--- src/rtl/regfile_mp.sv ---
// Multi-port register file for the pipelined ARM core: NUM_RD combinational read ports,
// two write ports (port 1 wins on collision), PC slot, per-register busy scoreboard.
// Optional same-cycle write-to-read bypass is enabled by defining REGFILE_BYPASS_EN.
module regfile_mp #(
  parameter int DATA_W = 32,
  parameter int ADDR_W = 4,
  parameter int NUM_RD = 3,
  parameter int PC_IDX = 15
) (
  input  logic                     clk,
  input  logic                     Reset,
  input  logic [NUM_RD*ADDR_W-1:0] RA,
  output logic [NUM_RD*DATA_W-1:0] RD,
  output logic [NUM_RD-1:0]        RBUSY,
  input  logic [DATA_W-1:0]        PC_IN,
  input  logic                     WE0,
  input  logic [ADDR_W-1:0]        WA0,
  input  logic [DATA_W-1:0]        WD0,
  input  logic                     WE1,
  input  logic [ADDR_W-1:0]        WA1,
  input  logic [DATA_W-1:0]        WD1,
  input  logic                     ISS_EN,
  input  logic [ADDR_W-1:0]        ISS_A,
  output logic                     WCOLL
);

  localparam int                NREG = 2 ** ADDR_W;
  localparam logic [ADDR_W-1:0] PC_A = ADDR_W'(PC_IDX);

  logic              w_we0_ok;
  logic              w_we1_ok;
  logic              w_iss_ok;
  logic [DATA_W-1:0] w_store [NREG];
  logic [NREG-1:0]   w_busy;
  logic              r_wcoll;

  // Writes and issues that target the PC slot are simply dropped.
  assign w_we0_ok = WE0 && (WA0 != PC_A);
  assign w_we1_ok = WE1 && (WA1 != PC_A);
  assign w_iss_ok = ISS_EN && (ISS_A != PC_A);

  generate
    for (genvar gi = 0; gi < NREG; gi++) begin : g_reg
      if (gi == PC_IDX) begin : g_pc
        assign w_store[gi] = '0;
        assign w_busy[gi]  = 1'b0;
      end else begin : g_slot
        localparam logic [ADDR_W-1:0] SLOT_A = ADDR_W'(gi);
        logic [DATA_W-1:0] r_data;
        logic              r_busy;
        logic              w_hit0;
        logic              w_hit1;

        assign w_hit0 = w_we0_ok && (WA0 == SLOT_A);
        assign w_hit1 = w_we1_ok && (WA1 == SLOT_A);

        always_ff @(posedge clk or negedge Reset) begin
          if (!Reset) begin
            r_data <= '0;
            r_busy <= 1'b0;
          end else begin
            if (w_hit1)
              r_data <= WD1;
            else if (w_hit0)
              r_data <= WD0;
            // A new issue outranks a retiring write: the new producer is still pending.
            if (w_iss_ok && (ISS_A == SLOT_A))
              r_busy <= 1'b1;
            else if (w_hit0 || w_hit1)
              r_busy <= 1'b0;
          end
        end

        assign w_store[gi] = r_data;
        assign w_busy[gi]  = r_busy;
      end
    end
  endgenerate

  generate
    for (genvar gi = 0; gi < NUM_RD; gi++) begin : g_rd
      logic [ADDR_W-1:0] w_ra;
      logic [DATA_W-1:0] w_rd;
      logic              w_rbusy;

      assign w_ra = RA[gi*ADDR_W +: ADDR_W];

      always_comb begin
        w_rd    = (w_ra == PC_A) ? PC_IN : w_store[w_ra];
        w_rbusy = w_busy[w_ra];
`ifdef REGFILE_BYPASS_EN
        if (w_we1_ok && (WA1 == w_ra)) begin
          w_rd    = WD1;
          w_rbusy = 1'b0;
        end else if (w_we0_ok && (WA0 == w_ra)) begin
          w_rd    = WD0;
          w_rbusy = 1'b0;
        end
`endif
      end

      assign RD[gi*DATA_W +: DATA_W] = w_rd;
      assign RBUSY[gi]               = w_rbusy;
    end
  endgenerate

  always_ff @(posedge clk or negedge Reset) begin
    if (!Reset)
      r_wcoll <= 1'b0;
    else
      r_wcoll <= WE0 && WE1 && (WA0 == WA1);
  end

  assign WCOLL = r_wcoll;

endmodule
--- config.mk ---
export PLATFORM = sky130hd
export DESIGN_NAME = regfile_mp
export DESIGN_NICKNAME = d
export VERILOG_FILES = /design/src/rtl/regfile_mp.sv
export SDC_FILE = /design/constraint.sdc
export NUM_CORES = 2
export LEC_CHECK = 0
export CAP_MARGIN = 40
export CORE_AREA = 2 2 323 325
export DETAILED_ROUTE_END_ITERATION = 8
export DIE_AREA = 0 0 325 327
export PLACE_DENSITY_LB_ADDON = 0.08
export RECOVER_POWER = 100
export SLEW_MARGIN = 5
export SYNTH_ARGS = -nofsm -noshare
export SYNTH_HDL_FRONTEND = slang
export SYNTH_SLANG_ARGS = --single-unit
--- constraint.sdc ---
create_clock -name clk -period 2.8 [get_ports clk]
set_clock_uncertainty 0.15 [all_clocks]
set_input_delay 0.42 -clock clk [delete_from_list [all_inputs] [get_ports clk]]
set_output_delay 0.42 -clock clk [all_outputs]
set_load 0.01 [all_outputs]
==> results.md <==
Run status:
- The run finished, with violations left.
- The final reports fail on max-capacitance violations, max-slew violations, negative setup slack.

Yosys:
- The post-synthesis instance area is 35600 um^2.
- Counting flops and latches in the post-synthesis netlist gives 496.
- The number of nets produced by synthesis is 3477.
- The synthesized netlist contains 43 unique library cells.
- The number of cells produced by synthesis is 3352.
- Sequential cells were found to cover 34.8% of the synthesized design area.
- The post-synthesis average cell area is 10.6 um^2.
- The yosys synthesis warning count is 0.

GRT:
- The number of global-route vias before repair is 30700.
- The initial antenna violation count is 6.
- Entering global routing, the biggest net connects 106 pins.
- For this run the aggregate overflow at the end of global routing stands at 0.
- The global-route wire length before repair is 224 mm.
- The total global routing track utilization is 28.7%.

Timing:
- For this run, the top clock speed supported by timing is 0.349 GHz.
- The final-report hold violation count came to 0.
- The final critical-path required period is 2.86 ns.
- Setup repair after global routing could not meet its margin everywhere.
- The worst pin sits at a relative slew slack of -11.4%.
- After layout, the worst path uses 102% of the clock period.
- Hold is met by 0.0769 ns.
- The worst-margin pin slew is 1.67 ns.
- The setup TNS is -0.204 ns.
- Setup violations remaining at the end of the flow were counted as 16.
- The final setup slack of the worst path is -0.0643 ns.
- The number of pins exceeding their max-slew limit in the final report is 270.

Critical path:
- Across all register-to-register paths, the minimum setup slack is 1.70 ns.
- The data arrival at the endpoint of the critical path is 2.29 ns.
- The standard cell with the maximum stage delay on the critical path is sky130_fd_sc_hd__mux4_2.
- The launching point of the worst reg2reg path is g_reg[14].g_slot.r_data[7].
- The critical path's largest stage delay is 0.47 ns.
- At the worst endpoint, the required time is 2.23 ns.
- The startpoint type of the worst setup path is a flip-flop.
- Traced cell by cell, the critical path runs through mux4_2, mux2i_1, nor2_1, a211o_1, buf_2.
- The top fanout value on the critical path is 4.
- The endpoint of the most critical register-to-register path is g_reg[14].g_slot.r_data[7].
- The depth of the worst register-to-register path is 3.
- The type of the setup path with the least slack is reg2out.
- The critical path capture point type is a primary output.

Placed design:
- The HPWL after detailed placement is 104 mm.
- The total of buffers placed on input and output ports is 224.
- The final weighted congestion of routability-driven global placement is 0.898.

Finish:
- The most frequent standard cell in the layout excluding fill and tap cells is sky130_fd_sc_hd__mux2i_1.
- The multi-input gate area in the final layout is 21700 um^2.
- The total area of sequential cells is 12400 um^2.
- The area overhead of the layout relative to synthesis is 24.4%.
- The layout cell share with drive strength beyond 1 is 27.0%.
- For this run, the post-layout net count is 3780.
- The top cell types in the final layout, fill and taps aside, are sky130_fd_sc_hd__mux2i_1 (590), sky130_fd_sc_hd__dfrtp_1 (493), sky130_fd_sc_hd__nor2_1 (371).
- Counting the fill cells in the layout gives 9750.
- The utilization after layout is 43.1%.

Clocking:
- For this design, the sink count on the clock tree is 496.
- No sink is reached through more buffers than the 3 on the longest clock path.
- The clock root buffer master is sky130_fd_sc_hd__clkbuf_16.
- The number of clock buffers inserted by TritonCTS is 68.
- The H-tree was split into 3 levels.
- The source-to-sink clock delay at the later pin of the worst-skew pair is 0.63 ns.
- Clock-pin slew was measured on the worst setup and hold paths at 0.06 ns.
- TritonCTS built the clock tree.

Floorplan:
- From bottom edge to top edge, the die measures 327 um.
- The site row count is 118.
- In this run the count of I/O pins placed on the die edge is 225.
- The floorplan core area is 103000 um^2.
- The die covers 106000 um^2.
- The initial utilization of the core area, before any placement, comes to 34.6%.
- The chip width is 325 um.

Drt:
- For this block, the via count after detailed routing is 30600.
- The number of design rule violations left after detail routing is 0.
- The number of optimization iterations in the first detailed-route pass is 5.
- The starting DRC count in detailed routing is 2834.
- After detailed routing, the number of vias per cell comes to 6.01.
- The detail route stage leaves a number of antenna-violating nets equal to 0.
- The average detailed-routed wire length per instance is 30.5 um.
- The aggregate routed wire length is 155 mm.

Power and ir drop:
- The analysis attributes to cell leakage a power of 19.0 nW.
- VDD sags by at most 0.000429 V.
- The power per cell area is 668 nW/um^2.

Job:
- The max-cap check violation count is 3.

Worst hold path:
- The worst hold-check path type is in2async.
## area by class of cell
class / count / area share [%]
antenna: 2 / 0.0113
timing repair buffer: 618 / 13.6
tap: 1380 / 3.90
inverter: 19 / 0.161
clock inverter: 24 / 0.759
clock buffer: 101 / 4.53
sequential: 496 / 28.0
multi-input combinational: 2452 / 49.0
## synthesized netlist by cell type, drive strengths merged
master / count / area share [%]
mux2i: 603 / 17
dfrtp: 496 / 35
nor2: 378 / 4.0
a21oi: 364 / 5.1
mux4: 330 / 21
o21ai: 242 / 3.4
buf: 197 / 3.2
nand2: 196 / 2.1
clkbuf: 188 / 2.0
o22ai: 63 / 1.1
nor2b: 43 / 0.75
mux2: 42 / 1.3
a211oi: 34 / 0.72
a211o: 31 / 0.76
o211ai: 25 / 0.53
a21o: 21 / 0.44
inv: 19 / 0.20
o221ai: 13 / 0.32
a2bb2oi: 10 / 0.25
a32o: 7 / 0.20
and3: 6 / 0.11
and2: 5 / 0.088
nand2b: 5 / 0.088
a22o: 4 / 0.098
and3b: 4 / 0.098
and4: 4 / 0.098
nand3: 4 / 0.056
nor3: 4 / 0.088
nor3b: 4 / 0.084
nand3b: 3 / 0.063
nand4: 3 / 0.053
o2111ai: 1 / 0.025
o2bb2ai: 1 / 0.025
or3b: 1 / 0.025
xnor2: 1 / 0.025
## flip-flops by register name (all words and copies together), names as in the netlist
name	count
WCOLL	1
g.g_slot.r_busy	15
g.g_slot.r_data	480
## worst max-delay path by stage
stage                                     startpoint  endpoint  slack (ns)
after floorplan                                RA[1]  RBUSY[0]        0.43
after global placement                         RA[8]  RBUSY[2]       -0.36
after detailed placement                       RA[8]  RBUSY[2]       -0.31
after CTS                 g_reg[10].g_slot.r_data[8]    RD[72]        -0.1
after global routing       g_reg[7].g_slot.r_data[8]    RD[72]       -0.14
final                      g_reg[7].g_slot.r_data[8]    RD[72]       -0.06
## layer usage
metal	global-route usage, %	vias up	part of all wire [%]
met3	4.85	326	6.9
met2	46.4	1395	47
li1	-	13200	-
met1	38.7	15700	42
met5	0	-	0.014
met4	10.4	4	4.0
## logic make-up after synthesis
kind of cell           Yosys count  synth area share [%]
XOR/XNOR                         1                0.0246
flip-flops                     496                  34.8
AND/OR/NAND/NOR                660                  7.65
multiplexers                   975                  39.1
buffers and inverters          404                  5.39
AO/OA/AOI/OAI                  816                  13.0
## worst max-delay path: cells and delay by family, from the launching register on
family | cells | cell delay, ns
AOI/OAI and AO/OA | 1 | 0.38
buffers and inverters | 1 | 0.18
DFF | 1 | 0.41
muxes | 2 | 0.62
and+or+nand+nor | 1 | 0.06
## per-stage QoR
stage                     instances  total power [mW]  cell area (um^2)  setup WS [ns]
after detailed placement       4905              20.1             42100         -0.314
after global placement         4905              19.8             42100         -0.358
after global routing           5091              31.0             44300         -0.139
after CTS                      5053              29.6             44800        -0.0987
after floorplan                3352              16.4             35600          0.433
final                          5092              29.6             44300        -0.0643
## report_power, final
part / total [mW] / leakage, nW / internal (mW) / switching [mW]
registers: 11.0 / 5.82 / 9.00 / 2.01
clock network: 9.32 / 1.14 / 5.64 / 3.68
logic: 9.27 / 12.0 / 5.20 / 4.07
## timing repair
item | in CTS | in global routing
pin swaps | 32 | 24
gates cloned | 2 | 1
resized for setup | 314 | 82
endpoints found under the hold margin | 282 | 0
endpoints found under the setup margin | 99 | 72
hold buffers | 1 | 0
buffers inserted | 22 | 37
Power figures use the tool's default switching activity.
